==> src/rtl/lcd_screen_scheduler.sv <==
// Chooses the picture code shown on the LCD; every change is taken on a frame_done pulse.
// Build option: define SCHED_SLEEP_ANIM_EN to alternate the open/closed sleep pictures.
module lcd_screen_scheduler #(
    parameter int BOOT_FRAMES  = 8,
    parameter int DWELL_FRAMES = 4,
    parameter int ANIM_FRAMES  = 2
) (
    input  logic       clk,
    input  logic       rst,
    input  logic       frame_done,
    input  logic       req_eat,
    input  logic       req_heal,
    input  logic       req_play,
    input  logic       sleeping,
    input  logic       dead,
    output logic [2:0] estado,
    output logic       action_ack,
    output logic       busy,
    output logic [2:0] pending
);
    localparam int MAX_BD = (BOOT_FRAMES > DWELL_FRAMES) ? BOOT_FRAMES : DWELL_FRAMES;
    localparam int MAX_P  = (MAX_BD > ANIM_FRAMES) ? MAX_BD : ANIM_FRAMES;
    localparam int CW     = $clog2(MAX_P) + 1;

    // A zero parameter still needs one pulse to leave the state.
    localparam logic [CW-1:0] BOOT_N  = CW'((BOOT_FRAMES == 0) ? 1 : BOOT_FRAMES);
    localparam logic [CW-1:0] DWELL_N = CW'((DWELL_FRAMES == 0) ? 1 : DWELL_FRAMES);
`ifdef SCHED_SLEEP_ANIM_EN
    localparam logic [CW-1:0] ANIM_N  = CW'((ANIM_FRAMES == 0) ? 1 : ANIM_FRAMES);
`endif

    localparam logic [2:0] PIC_BOOT         = 3'b000;
    localparam logic [2:0] PIC_SLEEP_OPEN   = 3'b001;
    localparam logic [2:0] PIC_SMILE        = 3'b010;
    localparam logic [2:0] PIC_APPLE        = 3'b011;
    localparam logic [2:0] PIC_SLEEP_CLOSED = 3'b100;
    localparam logic [2:0] PIC_CROSS        = 3'b101;
    localparam logic [2:0] PIC_BALL         = 3'b110;
    localparam logic [2:0] PIC_RIP          = 3'b111;

    typedef enum logic [2:0] {
        S_BOOT,
        S_IDLE,
        S_ACTION,
        S_SLEEP_A,
`ifdef SCHED_SLEEP_ANIM_EN
        S_SLEEP_B,
`endif
        S_DEAD
    } state_t;

    state_t          state_q, state_d;
    logic [CW-1:0]   cnt_q, cnt_d, cnt_inc;
    logic [2:0]      estado_q, estado_d;
    logic            ack_q, ack_d;
    logic            busy_q, busy_d;
    logic [2:0]      pending_q, pending_d;
    logic [2:0]      pend_set, serve_bit, serve_code;
    logic            leave;

    always_comb begin
        // NOTE: every value driven here is defaulted first, so no branch can infer a latch.
        state_d    = state_q;
        cnt_d      = cnt_q;
        pending_d  = pending_q;
        ack_d      = 1'b0;
        leave      = 1'b0;
        cnt_inc    = cnt_q + CW'(1);
        pend_set   = pending_q | {req_heal, req_eat, req_play};
        serve_bit  = 3'b000;
        serve_code = PIC_SMILE;

        if (pend_set[2]) begin
            serve_bit  = 3'b100;
            serve_code = PIC_CROSS;
        end else if (pend_set[1]) begin
            serve_bit  = 3'b010;
            serve_code = PIC_APPLE;
        end else if (pend_set[0]) begin
            serve_bit  = 3'b001;
            serve_code = PIC_BALL;
        end

        if (state_q != S_DEAD) begin
            pending_d = pend_set;
        end

        if (frame_done && state_q != S_DEAD) begin
            cnt_d = cnt_inc;
            case (state_q)
                S_BOOT:   if (cnt_inc == BOOT_N) state_d = S_IDLE;
                S_IDLE:   leave = 1'b1;
                S_ACTION: if (cnt_inc == DWELL_N) leave = 1'b1;
                S_SLEEP_A: begin
                    if (!sleeping) state_d = S_IDLE;
`ifdef SCHED_SLEEP_ANIM_EN
                    else if (cnt_inc == ANIM_N) state_d = S_SLEEP_B;
`endif
                end
`ifdef SCHED_SLEEP_ANIM_EN
                S_SLEEP_B: begin
                    if (!sleeping) state_d = S_IDLE;
                    else if (cnt_inc == ANIM_N) state_d = S_SLEEP_A;
                end
`endif
                default: ;
            endcase

            // Death overrides everything, including an unfinished dwell.
            if (dead) begin
                state_d   = S_DEAD;
                pending_d = 3'b000;
            end else if (leave) begin
                if (|pend_set) begin
                    state_d   = S_ACTION;
                    pending_d = pend_set & ~serve_bit;
                    ack_d     = 1'b1;
                end else if (sleeping) begin
                    state_d = S_SLEEP_A;
                end else begin
                    state_d = S_IDLE;
                end
            end

            // A chained action restarts the dwell even though the state is unchanged.
            if (state_d != state_q || ack_d || state_d == S_IDLE) begin
                cnt_d = '0;
            end
        end

        busy_d = (state_d == S_ACTION);
        case (state_d)
            S_BOOT:    estado_d = PIC_BOOT;
            S_IDLE:    estado_d = PIC_SMILE;
            S_ACTION:  estado_d = ack_d ? serve_code : estado_q;
            S_SLEEP_A: estado_d = PIC_SLEEP_OPEN;
`ifdef SCHED_SLEEP_ANIM_EN
            S_SLEEP_B: estado_d = PIC_SLEEP_CLOSED;
`endif
            S_DEAD:    estado_d = PIC_RIP;
            default:   estado_d = PIC_BOOT;
        endcase
    end

    // NOTE: state flops use non-blocking assignments so each one samples pre-edge values.
    always_ff @(posedge clk or negedge rst) begin
        if (!rst) begin
            state_q   <= S_BOOT;
            cnt_q     <= '0;
            estado_q  <= PIC_BOOT;
            ack_q     <= 1'b0;
            busy_q    <= 1'b0;
            pending_q <= 3'b000;
        end else begin
            state_q   <= state_d;
            cnt_q     <= cnt_d;
            estado_q  <= estado_d;
            ack_q     <= ack_d;
            busy_q    <= busy_d;
            pending_q <= pending_d;
        end
    end

    assign estado     = estado_q;
    assign action_ack = ack_q;
    assign busy       = busy_q;
    assign pending    = pending_q;

endmodule

==> config.mk <==
export PLATFORM = sky130hd
export DESIGN_NAME = lcd_screen_scheduler
export DESIGN_NICKNAME = d
export VERILOG_FILES = /design/src/rtl/lcd_screen_scheduler.sv
export SDC_FILE = /design/constraint.sdc
export NUM_CORES = 1
export LEC_CHECK = 0
export CAP_MARGIN = 20
export CORE_MARGIN = 2
export CORE_UTILIZATION = 40
export DETAILED_ROUTE_END_ITERATION = 6
export SLEW_MARGIN = 20
export SYNTH_ARGS = -nofsm -noshare
export SYNTH_HDL_FRONTEND = slang
export SYNTH_SLANG_ARGS = --single-unit
==> constraint.sdc <==
create_clock -name clk -period 7.85 [get_ports clk]
set_clock_uncertainty 0.15 [all_clocks]
set_input_delay 1.1775 -clock clk [delete_from_list [all_inputs] [get_ports clk]]
set_output_delay 1.1775 -clock clk [all_outputs]
set_load 0.005 [all_outputs]
==> flow_results.org <==
** Status
- Outcome :: finished, final reports clean

** Worst setup path
- On the critical path the largest part of the delay comes from simple AND/OR/NAND/NOR gates.
- Maximum fanout along the worst path :: 6
- Cell breakdown of the critical path :: clkdlybuf4s50_1, or4_1, o311ai_1, o221ai_1, o21bai_1, or4b_1, o311ai_1
- Among the stages of the critical path, the cell type that occurs most often is o311ai_1.
- Worst Path Buf+Inv :: 1
- Slowest cell on the critical path :: or4_1
- In this design, the stage delay of the slowest critical-path cell is about 620 ps.
- The worst setup path is launched from a primary input.
- STA classifies the critical path endpoint as a flop.
- STA puts the critical path data arrival time at 3560 ps.
- Startpoint-to-endpoint class of the critical path :: primary input to flop
- Required time at the endpoint of the critical path :: 7880 ps

** Layout
- The net count of the finished layout is 142.
- Final Instance Count excl. Fillers :: 161
- Share of final-layout standard cells stronger than drive strength 1 :: ~11%
- Relative to the synthesized area, the layout overhead comes to 18.8%.
- The number of antenna diodes in the final layout is 0.

** Global route
- Number of antenna violations at the first check in global routing :: 0
- Global routing used 19.6% of the available tracks across all layers.
- Remaining Overflow, GRT :: 0
- Wire length of the first global-routing pass :: 4030 um
- Entering global routing, the biggest net connects 16 pins.
- Vias in the first global route :: ~860

** Power
- Sequential share of power :: a little under half
- The analysis attributes to net switching a power of 0.0831 mW.
- Clock share of power :: a little under a fifth
- The internal portion of the total power is between 0.15 and 0.2 mW.
- Switching share of total power :: 34.8%
- In this run the power density over the cells is approximately 200 nW/um2.
- Static leakage :: 0.479 nW
- Worst IR Drop VDD :: 0.140 mV
- Share of power burned in combinational logic :: 34.9%

** Route
- In this run, the number of DRC markers left after iteration 0 of detailed routing was 10.
- For this block, the routed nets add up to 2360 um of wire.
- Number of nets with antenna violations after routing :: 0
- The routed layout has 910 vias.
- After detailed routing, the number of remaining DRC violations is 0.
- Via-per-instance ratio :: 5.65
- Pre-antenna DRT Iters :: 4
- Routed wirelength normalized by instance count :: ~15 um

** Synth
- Synthesis produced a netlist whose cell count is approximately 120.
- Synth warnings :: 0
- Counting flops with a built-in enable in the synthesized netlist gives 0.
- Portion of the post-synthesis area used by sequential elements :: 36.8%
- Summing every instance area after synthesis gives 1020 um2.
- In the synthesized netlist the async set-or-reset flop fraction comes to between 90% and 100%.
- Counting every net in the synthesized netlist gives 126.
- Predominant post-synthesis flop cell :: dfrtp_1
- Post-synthesis average cell area :: 8.79 um2
- The synthesized design contains 15 register bits.
- The synthesized netlist contains 46 unique library cells.

** Die
- Core area :: 2450 um2
- Number of standard-cell rows in the floorplan :: 18
- Pin placement for this block handled 16 I/O pins.
- The floorplan step defined a die boundary enclosing 2970 um2.
- Width of the die :: 54.5 um
- Die boundary height :: around 54 um
- Once the floorplan was initialized, standard cells occupied 41.5% of the core.

** Placement
- Once placement completed, the tool counted placed cells totaling 157.
- Final GP Congestion :: approximately 0.84
- The wire-length estimate of the detail-placed layout is 1830 um.
- Count of buffers inserted at the top-level ports :: 15

** STA
- Based on the critical path, the design can be clocked at up to 0.284 GHz.
- Setup repair after global routing missed its margin :: false
- Final-report max-slew violation count :: 0
- Number of setup violations in the final report :: 0
- The final hold violation count is 0.
- Relative slew slack :: 54.3%
- At the pin with the least slew margin, the transition time is between 600 and 700 ps.
- Clock period minus worst slack :: 3520 ps
- Final total negative setup slack :: 0 ps
- Crit share post-route :: 44.9%

** Clocking
- Root cell of the clock tree :: clkbuf_4
- Number of clock buffers inserted by TritonCTS :: 3
- Counting every sink on the clock net gives 15.
- Cts repair resizes :: 0
- Number of buffers between clock root and the deepest sink :: 2
- Clock slew seen by the registers of the worst setup and hold paths :: around 90 ps
- Worst skew pair latency :: 290 ps
- CTS tree :: done
- Number of H-tree levels :: 1
- Buffers inserted to repair hold after CTS numbered 0.
- Post-CTS timing repair inserted 0 buffers for setup.

** Hold path
- Path class of the lowest-slack min-delay path :: flop to flop

** Run
- The tool flagged a number of max-cap violations equal to 0.
[final timing paths]
path	slack (ps)	endpoint	start	cells after the start
worst max-delay path	4330	estado[1]	req_eat	7
worst min-delay path	400	pending[0]	pending[0]	2
worst max register to register	4810	estado[1]	cnt_q[0]	7
worst min register to register	400	pending[0]	pending[0]	2
max in group asynchronous	5970	busy	rst	1
min in group asynchronous	1140	pending[1]	rst	1
[stage by stage]
stage	total power [mW]	setup WS (ps)	hold slack (ps)	area (um2)	util (%)
2_1_floorplan	0.172	4650	349	1020	-
4_1_cts	0.240	4330	390	1210	49.3
3_5_place_dp	0.195	4030	369	1180	48.3
3_3_place_gp	0.193	4120	348	1180	48.3
5_1_grt	0.256	4220	431	1210	49.3
6_report	0.239	4330	396	1210	49.3
[sequential cells by signal, summed over array words and instances, names as in the netlist]
register / flops
pending: 3
busy: 1
state_q: 3
estado: 3
cnt_q: 4
action_ack: 1
[cells in the mapped netlist, drive strengths merged, types with 2 or more instances]
library cell   n  area [um2]
o21ai          4        20.0
a21boi         2        15.0
nand2         14        52.6
nand2b         5        31.3
o221a          2        22.5
and2           4        25.0
dfrtp         15         375
nor2          11        41.3
inv            5        18.8
o22ai          2        12.5
o311ai         2        17.5
or2            2        12.5
nand4          2        12.5
or3            2        15.0
nor3           2        10.0
a2111oi        2        23.8
a21oi          9        45.0
clkbuf         3        11.3
ha             2        25.0
nand3          2        10.0
[power groups by stage]
stage,logic [mW],registers (mW),clock network (mW)
2_1_floorplan,0.0680,0.104,0
3_3_place_gp,0.0819,0.111,0
3_5_place_dp,0.0835,0.111,0
4_1_cts,0.0838,0.110,0.0465
5_1_grt,0.0926,0.113,0.0506
6_report,0.0832,0.110,0.0454
[metal layers]
metal	global-route usage, %	wire (um)	vias to the layer above
met5	0	0	-
met4	11.3	57	0
li1	-	-	462
met2	30.3	1080	15
met3	1.91	66	4
met1	26.6	1150	429
[cell type report]
type | count | area, um2
clock buffers | 4 | 26.3
fillers | 240 | 1240
inverters | 5 | 18.8
multi-input cells | 92 | 603
flip-flops and latches | 15 | 375
well taps | 30 | 37.5
repair buffers | 15 | 150
[kinds of logic after synthesis]
kind of cell / count (synthesis) / share of synthesized area (%)
and+or+nand+nor: 54 / 28.8
AOI/OAI and AO/OA: 34 / 24.7
DFF: 15 / 36.8
buffers and inverters: 9 / 4.05
muxes: 2 / 3.19
adders and majority gates: 2 / 2.45
[cells in the final DEF, fill, tap and decap left out, types with 2 or more instances in the layout]
cell             netlist  routed
nand4_1                2       2
o21ai_0                4       4
nand3_1                2       2
ha_1                   2       2
nand2_1               14      14
o221a_2                2       2
dfrtp_1               15      15
clkbuf_4               0       3
nor3_1                 2       2
o311ai_1               2       2
nand2b_1               5       5
o22ai_1                2       2
nor2_1                11      11
and2_1                 4       4
clkdlybuf4s50_1        0      15
a21boi_0               2       2
inv_1                  5       5
a21oi_1                9       9
or3_2                  2       2
[tightest hold or removal path, stage by stage (launching register included)]
cell and delay [ps]:
dfrtp_1 370, a21oi_1 50, nor2_1 90
No activity file was read; power rests on OpenSTA's default activity.
==> patch, RTL diff (config.mk and constraints unchanged) <==
Reset style: synchronous (`rst`), changed in one clocked block.
--- a/src/rtl/lcd_screen_scheduler.sv
+++ b/src/rtl/lcd_screen_scheduler.sv
@@ -143,7 +143,7 @@
     end
 
     // NOTE: state flops use non-blocking assignments so each one samples pre-edge values.
-    always_ff @(posedge clk or negedge rst) begin
+    always_ff @(posedge clk) begin
         if (!rst) begin
             state_q   <= S_BOOT;
             cnt_q     <= '0;
Function: differs if rst is asserted again (counterexample within 4 cycles, from zero or initial values and one cycle with rst low); with rst held inactive, the same outputs for 10 cycles.
==> patch against the original RTL <==
  * Synthesized cell count is 1.7% higher
  * Synthesized area decreased by 3.6%
  * Wire length down 1.7%
  * Global-route usage decreased by 0.13 points
  * Via count rose by 3.6%
  * Fmax increased by 6.9%
  * Setup slack improved by 0.23 ns
  * Register-to-register slack better by 0.60 ns
  * Sequential cell count stayed put
  * Final area shrank 4.3%
Power is not compared: it rests on default switching activity, and its combinational part moved more than twofold at a synthesized area within 25%.
==> patch: results (changes against the original RTL) <==
- Crit-path max FO: 8 (+2)
- Fraction of layout cells with a size suffix above 1: 0.0763 (-0.0382)
- Syn_nets: 128 (+1.6%)
- PostCTS Resize Cnt: 0 (unchanged)
- Largest net degree at the start of global routing: 13 (-3)
- Synth async-reset ratio: 0 (-1.00)
- GR Util met3: 0.0389 (+0.0198)
- Hpwl dp: 1750 um (-4.5%)
- Top post-synthesis cells by count: dfxtp_1, nor2_1, a21oi_1
- Clock Power: 0.0456 mW
- Port buffer count: 15 (unchanged)
- Sequential-to-total area share from yosys stat: 0.305 (-0.0628)
- Antenna cells: 0 (unchanged)
- Met1 Use GR: 0.291 (+0.0251)
- Critical Path AT: 3.35 ns (-0.21 ns)
- Switch share: 0.286
- R2r startpoint: cnt_q[0]
- Cts bufs inserted: 3 (unchanged)
- Slowest-stage cell, CP: clkdlybuf4s50_1
- DR iter-0 viols: 34 (+24)
- DR WL met3: 178 um (+170%)
- Vias in the first global route: 885 (+3.4%)
- Mux share of post-synthesis cell area: 0.0216 (-0.0103)
- Post-synthesis cell type count: 47 (+2.2%)
- Clk_lat worst skew: 0.29 ns (about the same)
- Synth Area in Compound Gates: 0.275 (+0.0282)
- Antenna violations before repair: 0 (unchanged)
- Critical path's largest stage delay: 0.65 ns (+0.03 ns)
- Initial DRT Pass Iterations: 4 (unchanged)
- Synth Area in XOR/XNOR: 0.0445 (+0.0445)
- GRT Overall Usage: 0.195 (-0.00133)
- Antenna Nets Post-Route: 0 (unchanged)
- DRT met1 WL: 1140 um (-1.1%)
- Met2 Routed Length: 968 um (-11%)
- Reg2Reg Setup Slack: 5.41 ns (+0.60 ns)
- Synth Area in Adders: 0.0254 (+0.000905)
- Vias: 943 (+3.6%)
- RePlAce Congestion: 0.854 (+1.8%)
- First-pass GRT wire length: 4050 um (+0.52%)
- WHS Path Cells: 1 (-1)
- Worst setup path end: estado[1]
- CP Launch Point: frame_done
- Worst Hold End: cnt_q[1]
- Top sig layer: met4
- Fillers: 220 (-8.3%)
- Met2 Use GR: 0.276 (-0.0275)
- Routed length per placed instance: 14.6 um (-0.46%)
- Root buffer cell: clkbuf_4
- Layout Nets: 142 (unchanged)
- Synth area leaders: dfxtp_1, nor2_1, a21oi_1
- Clock Tree Buf Depth: 2 (unchanged)
- R2R depth: 6 (-1)
- Slew Limit Headroom: 0.710 (+0.167)
- Hold WC Path Type: reg -> reg
- Worst hold path startpoint: cnt_q[1]
- Status: finished clean
-- patch: cell count changes in the layout (fill, tap and decap cells not counted), sizes merged, moves of 3 or more --
cell,change
and2,-4
nand2,-4
xor2,+3
nor3,+3
inv,-4
dfxtp,+15
nand3,+3
dfrtp,-15
o31a,+3
-- patch: per-stage QoR --
stage,cell area (sq um),hold slack [ns],instances,util,worst slack [ns]
floorplan,983,0.365,118,-,4.96
global placement,1130,0.392,155,0.497,4.38
detailed placement,1130,0.398,155,0.497,4.26
CTS,1160,0.423,159,0.509,4.57
global route,1160,0.452,159,0.509,4.43
finish,1160,0.421,159,0.509,4.56
-- patch: final cells by class --
type | instances | area (sq um) | share of cell area
multi-input combinational | 95 | 638 | 0.551
clock buffer | 3 | 22.5 | 0.0194
inverter | 2 | 7.51 | 0.00648
timing repair buffer | 15 | 150 | 0.130
sequential | 15 | 300 | 0.259
tap | 28 | 35.0 | 0.0302
clock inverter | 1 | 5.00 | 0.00432
